### config.mk
export PLATFORM = sky130hd
export DESIGN_NAME = uart_rx_fifo
export DESIGN_NICKNAME = d
export VERILOG_FILES = /design/src/rtl/uart_rx_fifo.sv
export SDC_FILE = /design/constraint.sdc
export NUM_CORES = 1
export LEC_CHECK = 0
export BUFFER_PORTS_ARGS = -buffer_cell sky130_fd_sc_hd__buf_2
export CORE_MARGIN = 8
export CORE_UTILIZATION = 32
export CTS_CLUSTER_DIAMETER = 30
export DETAILED_ROUTE_END_ITERATION = 7
export PLACE_DENSITY = 0.47
export SETUP_SLACK_MARGIN = 0.02
export SLEW_MARGIN = 10
export SYNTH_ARGS = -nofsm -noshare
export SYNTH_HDL_FRONTEND = slang
export SYNTH_SLANG_ARGS = --single-unit
### constraint.sdc
create_clock -name clk -period 2.47 [get_ports clk]
set_input_delay 0.247 -clock clk [delete_from_list [all_inputs] [get_ports clk]]
set_output_delay 0.247 -clock clk [all_outputs]
set_load 0.02 [all_outputs]
### src/rtl/uart_rx_fifo.sv
// Receive-side FWFT buffer between the UART receiver and a slow consumer.
// Define UART_RX_FIFO_PERR_TAG_EN to store the parity-error tag with each byte.
module uart_rx_fifo #(
    parameter int DATA_W = 8,
    parameter int DEPTH  = 16,
    parameter int CNT_W  = $clog2(DEPTH + 1)
) (
    input  logic              clk,
    input  logic              rst,
    input  logic [DATA_W-1:0] rx_data,
    input  logic              rx_flag,
    input  logic              parity_error,
    output logic              rx_flag_clr,
    output logic [DATA_W-1:0] rd_data,
    output logic              rd_perr,
    output logic              rd_valid,
    input  logic              pop,
    output logic              full,
    output logic [CNT_W-1:0]  count,
    output logic              ovf,
    input  logic              ovf_clr
);

    localparam int PTR_W = $clog2(DEPTH);
`ifdef UART_RX_FIFO_PERR_TAG_EN
    localparam int ENTRY_W = DATA_W + 1;
`else
    localparam int ENTRY_W = DATA_W;
`endif
    localparam logic [CNT_W-1:0] CNT_FULL = CNT_W'(DEPTH);

    typedef enum logic [1:0] {
        IDLE,
        ACK,
        WAIT_LOW
    } state_t;

    state_t             state;
    state_t             state_nxt;
    logic [ENTRY_W-1:0] mem [DEPTH];
    logic [ENTRY_W-1:0] wr_entry;
    logic [ENTRY_W-1:0] head;
    logic [PTR_W-1:0]   wr_ptr;
    logic [PTR_W-1:0]   rd_ptr;
    logic [CNT_W-1:0]   count_nxt;
    logic               take;
    logic               wr_en;
    logic               rd_en;
    logic               ovf_set;

    function automatic logic [CNT_W-1:0] cnt_update(
        input logic [CNT_W-1:0] cnt,
        input logic             inc,
        input logic             dec
    );
        logic [CNT_W-1:0] res;
        res = cnt;
        if (inc && !dec) begin
            res = cnt + CNT_W'(1);
        end else if (dec && !inc) begin
            res = cnt - CNT_W'(1);
        end
        return res;
    endfunction

    always_comb begin
        state_nxt = state;
        take      = 1'b0;
        wr_en     = 1'b0;
        ovf_set   = 1'b0;
        unique case (state)
            IDLE: begin
                ovf_set = rx_flag && full;
`ifdef UART_RX_FIFO_PERR_TAG_EN
                take  = rx_flag && !full;
                wr_en = take;
`else
                // Corrupted bytes are acknowledged and discarded, so they never need room.
                take  = rx_flag && (parity_error || !full);
                wr_en = take && !parity_error;
`endif
                if (take) begin
                    state_nxt = ACK;
                end
            end
            ACK: begin
                state_nxt = WAIT_LOW;
            end
            WAIT_LOW: begin
                if (!rx_flag) begin
                    state_nxt = IDLE;
                end
            end
            default: begin
                state_nxt = IDLE;
            end
        endcase
    end

`ifdef UART_RX_FIFO_PERR_TAG_EN
    assign wr_entry = {parity_error, rx_data};
    assign rd_perr  = head[DATA_W];
`else
    assign wr_entry = rx_data;
    assign rd_perr  = 1'b0;
`endif

    assign head      = mem[rd_ptr];
    assign rd_data   = head[DATA_W-1:0];
    assign rd_en     = pop && rd_valid;
    assign count_nxt = cnt_update(count, wr_en, rd_en);

    always_ff @(posedge clk) begin
        if (rst) begin
            state       <= IDLE;
            wr_ptr      <= '0;
            rd_ptr      <= '0;
            count       <= '0;
            full        <= 1'b0;
            rd_valid    <= 1'b0;
            rx_flag_clr <= 1'b0;
            ovf         <= 1'b0;
        end else begin
            state <= state_nxt;
            if (wr_en) begin
                wr_ptr <= wr_ptr + PTR_W'(1);
            end
            if (rd_en) begin
                rd_ptr <= rd_ptr + PTR_W'(1);
            end
            count       <= count_nxt;
            full        <= (count_nxt == CNT_FULL);
            rd_valid    <= (count_nxt != '0);
            rx_flag_clr <= (state_nxt == ACK);
            ovf         <= ovf_set || (ovf && !ovf_clr);
        end
    end

    always_ff @(posedge clk) begin
        if (wr_en) begin
            mem[wr_ptr] <= wr_entry;
        end
    end

endmodule

==> flow_metrics.tcl <==
set metrics [dict create \
    die_area_sq_um 23230 \
    timing.slew.headroom_pct 55.92 \
    tns_ns -0.005010 \
    core_sq_um 18460 \
    grt_max_degree 33 \
    cp-start-kind "flip-flop" \
    clk_pin_slew_ns 0.06 \
    fin_ws_ns -0.005010 \
    final_common_cell "edfxtp_1" \
    hold_ws_ns 0.1319 \
    cp_data_arrival_time_ns 2.23 \
    hold_path.class "input pin to flip-flop" \
    p_int_mw 4.947 \
    hold_depth 4 \
    p_clk_share_pct 39.1 \
    dp_hpwl_mm 8.660 \
    gr-total-overflow 0 \
    first_pass_iters 4 \
    vias 3038 \
    die_w_microns 152.4 \
    ir_drop_mv 0.4368 \
    fin_cells 624 \
    synth_top_cell_by_area "edfxtp_1" \
    synthCells 313 \
    synthDominantCellAreaShare_pct 64.55 \
    synth-edff-count 128 \
    power.switching_mw 1.597 \
    cp_max_fo 8 \
    switching_share_pct 24.40 \
    root_buffer "clkbuf_16" \
    hold_violations 0 \
    final_cell_mix "128 x edfxtp_1, 40 x mux4_2, 30 x nor2_1" \
    detail_route.iter0.violations 193 \
    clock_path_buffers 2 \
    synthFlopType "edfxtp_1" \
    grt_use_total_pct 11.58 \
    path_class "flip-flop to output port" \
    ys_warn_count 0 \
    maxSlewViolCount 0 \
    synth.distinct_cells 40 \
    p_seq_share_pct 44.7 \
    status "finished, violations left" \
    hp-start "ovf_clr" \
    diodes 0 \
    antenna_found_initial 0 \
    cts_made_buffers 17 \
    layout.nets 398 \
    drcViolationCount 0 \
    grt_pass1_vias 3199 \
    worstReg2RegStart "state[0]" \
    avgSynthCellArea_sq_um 19.02 \
    synthTopCellsByArea "edfxtp_1 65%, mux4_2 15%, dfxtp_1 7.7%" \
    cp.required_ns 2.22 \
    drive_above_1_share_pct 36.15 \
    crit-reg2reg-capture "full" \
    synth.yosys.seq_area_share_pct 72.28 \
    p_leak_nw 2.385 \
    vias_per_cell 4.869 \
    gp_congestion 0.7896 \
    netlist_area_sq_um 5954 \
    skew_ns 0.01248 \
    drtAntennaViolNets 0 \
    grt_pass1_wl_mm 19.87 \
    fin_crit_ns 2.475 \
    setup_viol 1 \
    synth_nets 334 \
    power.density_nw_per_um2 897.3 \
    pwr-share-comb_pct 16.1 \
    async_flop_share_pct 0 \
    min_to "ovf" \
    violations "setup timing" \
    max_cap_violations 0 \
    io_buffer_count 30 \
    r2r_setup_slack_ns 0.42 \
    htreeDepth 4 \
    clk_latency_ns 0.42 \
    worstMarginPinSlew_ns 0.6530 \
    rsz0062_at_grt "yes" \
    cts_setup_buffers 0 \
    num_rows 50 \
    cts_sinks 151 \
    yosys_register_bits 151 \
    drt-wirelength-per-cell_microns 20.77 \
    r2r.worst_path.cells 5 \
    initial_core_util_pct 32.26 \
    boundaryPins 32 \
    fin_util_pct 39.51 \
    synthToLayoutAreaGrowth_pct 22.46 \
    fmax_mhz 404.0 \
    timing.final.crit_share_pct 100.2 \
    wirelength_mm 12.96 \
    cts_tree "yes" \
    pre_cts_slack_ns 0.3785 \
    dp.cells 589 \
    chipHeight_microns 152.4 \
    cp-end-kind "output port" \
]
-- metrics by stage --
| step | area (sq um) | total power, mW |
|---|---|---|
| floorplan | 5954 | 3.612 |
| finish | 7292 | 6.543 |
| detailed placement | 6568 | 3.931 |
| CTS | 7213 | 6.549 |
| global route | 7292 | 6.796 |
| global placement | 6568 | 3.922 |
-- power groups by stage --
stage,registers (mW),clock network (mW),logic [mW]
2_1_floorplan,2.98,0,0.627
3_5_place_dp,2.97,0,0.965
5_1_grt,2.94,2.72,1.14
4_1_cts,2.92,2.62,1.01
3_3_place_gp,2.96,0,0.960
6_report,2.93,2.56,1.06
-- worst max-delay path by stage --
stage / startpoint / endpoint / slack [ns]
after global routing: flip-flop / rd_data[7] / -0.07
after global placement: flip-flop / rd_data[1] / 0.42
after CTS: flip-flop / rd_data[7] / -0.04
final: flip-flop / rd_data[7] / -0.005
after detailed placement: rx_flag / full / 0.38
after floorplan: state[0] / mem[3][0] / 0.21
-- metal layers --
metal | vias up | wire length, microns | share of wire (%) | track usage (%)
li1 | 1385 | - | - | -
met1 | 1567 | 5873 | 45 | 14.66
met2 | 77 | 6377 | 49 | 18.72
met3 | 9 | 591 | 4.6 | 3.432
met4 | 0 | 117 | 0.90 | 3.817
met5 | - | 0 | 0 | 0
-- sequential cells by signal (all words and copies together), names as in the netlist, named ones only --
signal,cells
mem,128
count,5
rd_ptr,4
wr_ptr,4
state,2
full,1
ovf,1
rd_valid,1
rx_flag_clr,1
-- cell type report --
type,count,area [sq um]
multi-input cells,142,1556
flip-flops and latches,151,4308
repair buffers,61,525.5
clock inverters,10,120.1
clock buffers,22,474.2
well taps,234,292.8
fillers,1645,11160
inverters,4,15.01
-- synthesized netlist by cell type, drive strengths merged, types with 3 or more instances --
cell    number
nand4        3
a41oi        3
nor3         7
xor2         6
buf          8
xnor2        3
ha           7
clkbuf       8
a21oi        6
inv          4
nor2        31
edfxtp     128
mux4        40
nand2       11
dfxtp       23
-- critical path: stages, from the launching register on --
cell     delay [ns]
dfxtp_4        0.45
buf_12         0.17
mux4_2         0.55
mux4_2         0.49
buf_6          0.15
-- logic make-up (layout without fill, tap and decap cells) --
| kind of cell | count (synthesis) | after routing | share of synthesized area [%] |
|---|---|---|---|
| adder cells (fa/ha/maj) | 7 | 7 | 1.471 |
| multiplexers | 42 | 42 | 15.49 |
| buffers and inverters | 20 | 97 | 1.576 |
| XOR/XNOR | 9 | 9 | 1.324 |
| flip-flops | 151 | 151 | 72.28 |
| AO/OA/AOI/OAI | 17 | 17 | 2.207 |
| other | 1 | 1 | 0.06298 |
| AND/OR/NAND/NOR | 66 | 66 | 5.590 |
-- repair_timing --
action                                  CTS  global route
hold endpoints to repair                  0             0
hold buffers                              0             0
resized for setup                         9             9
gates cloned                              1             2
endpoints found under the setup margin    7             8
(Power assumes the default switching activity.)
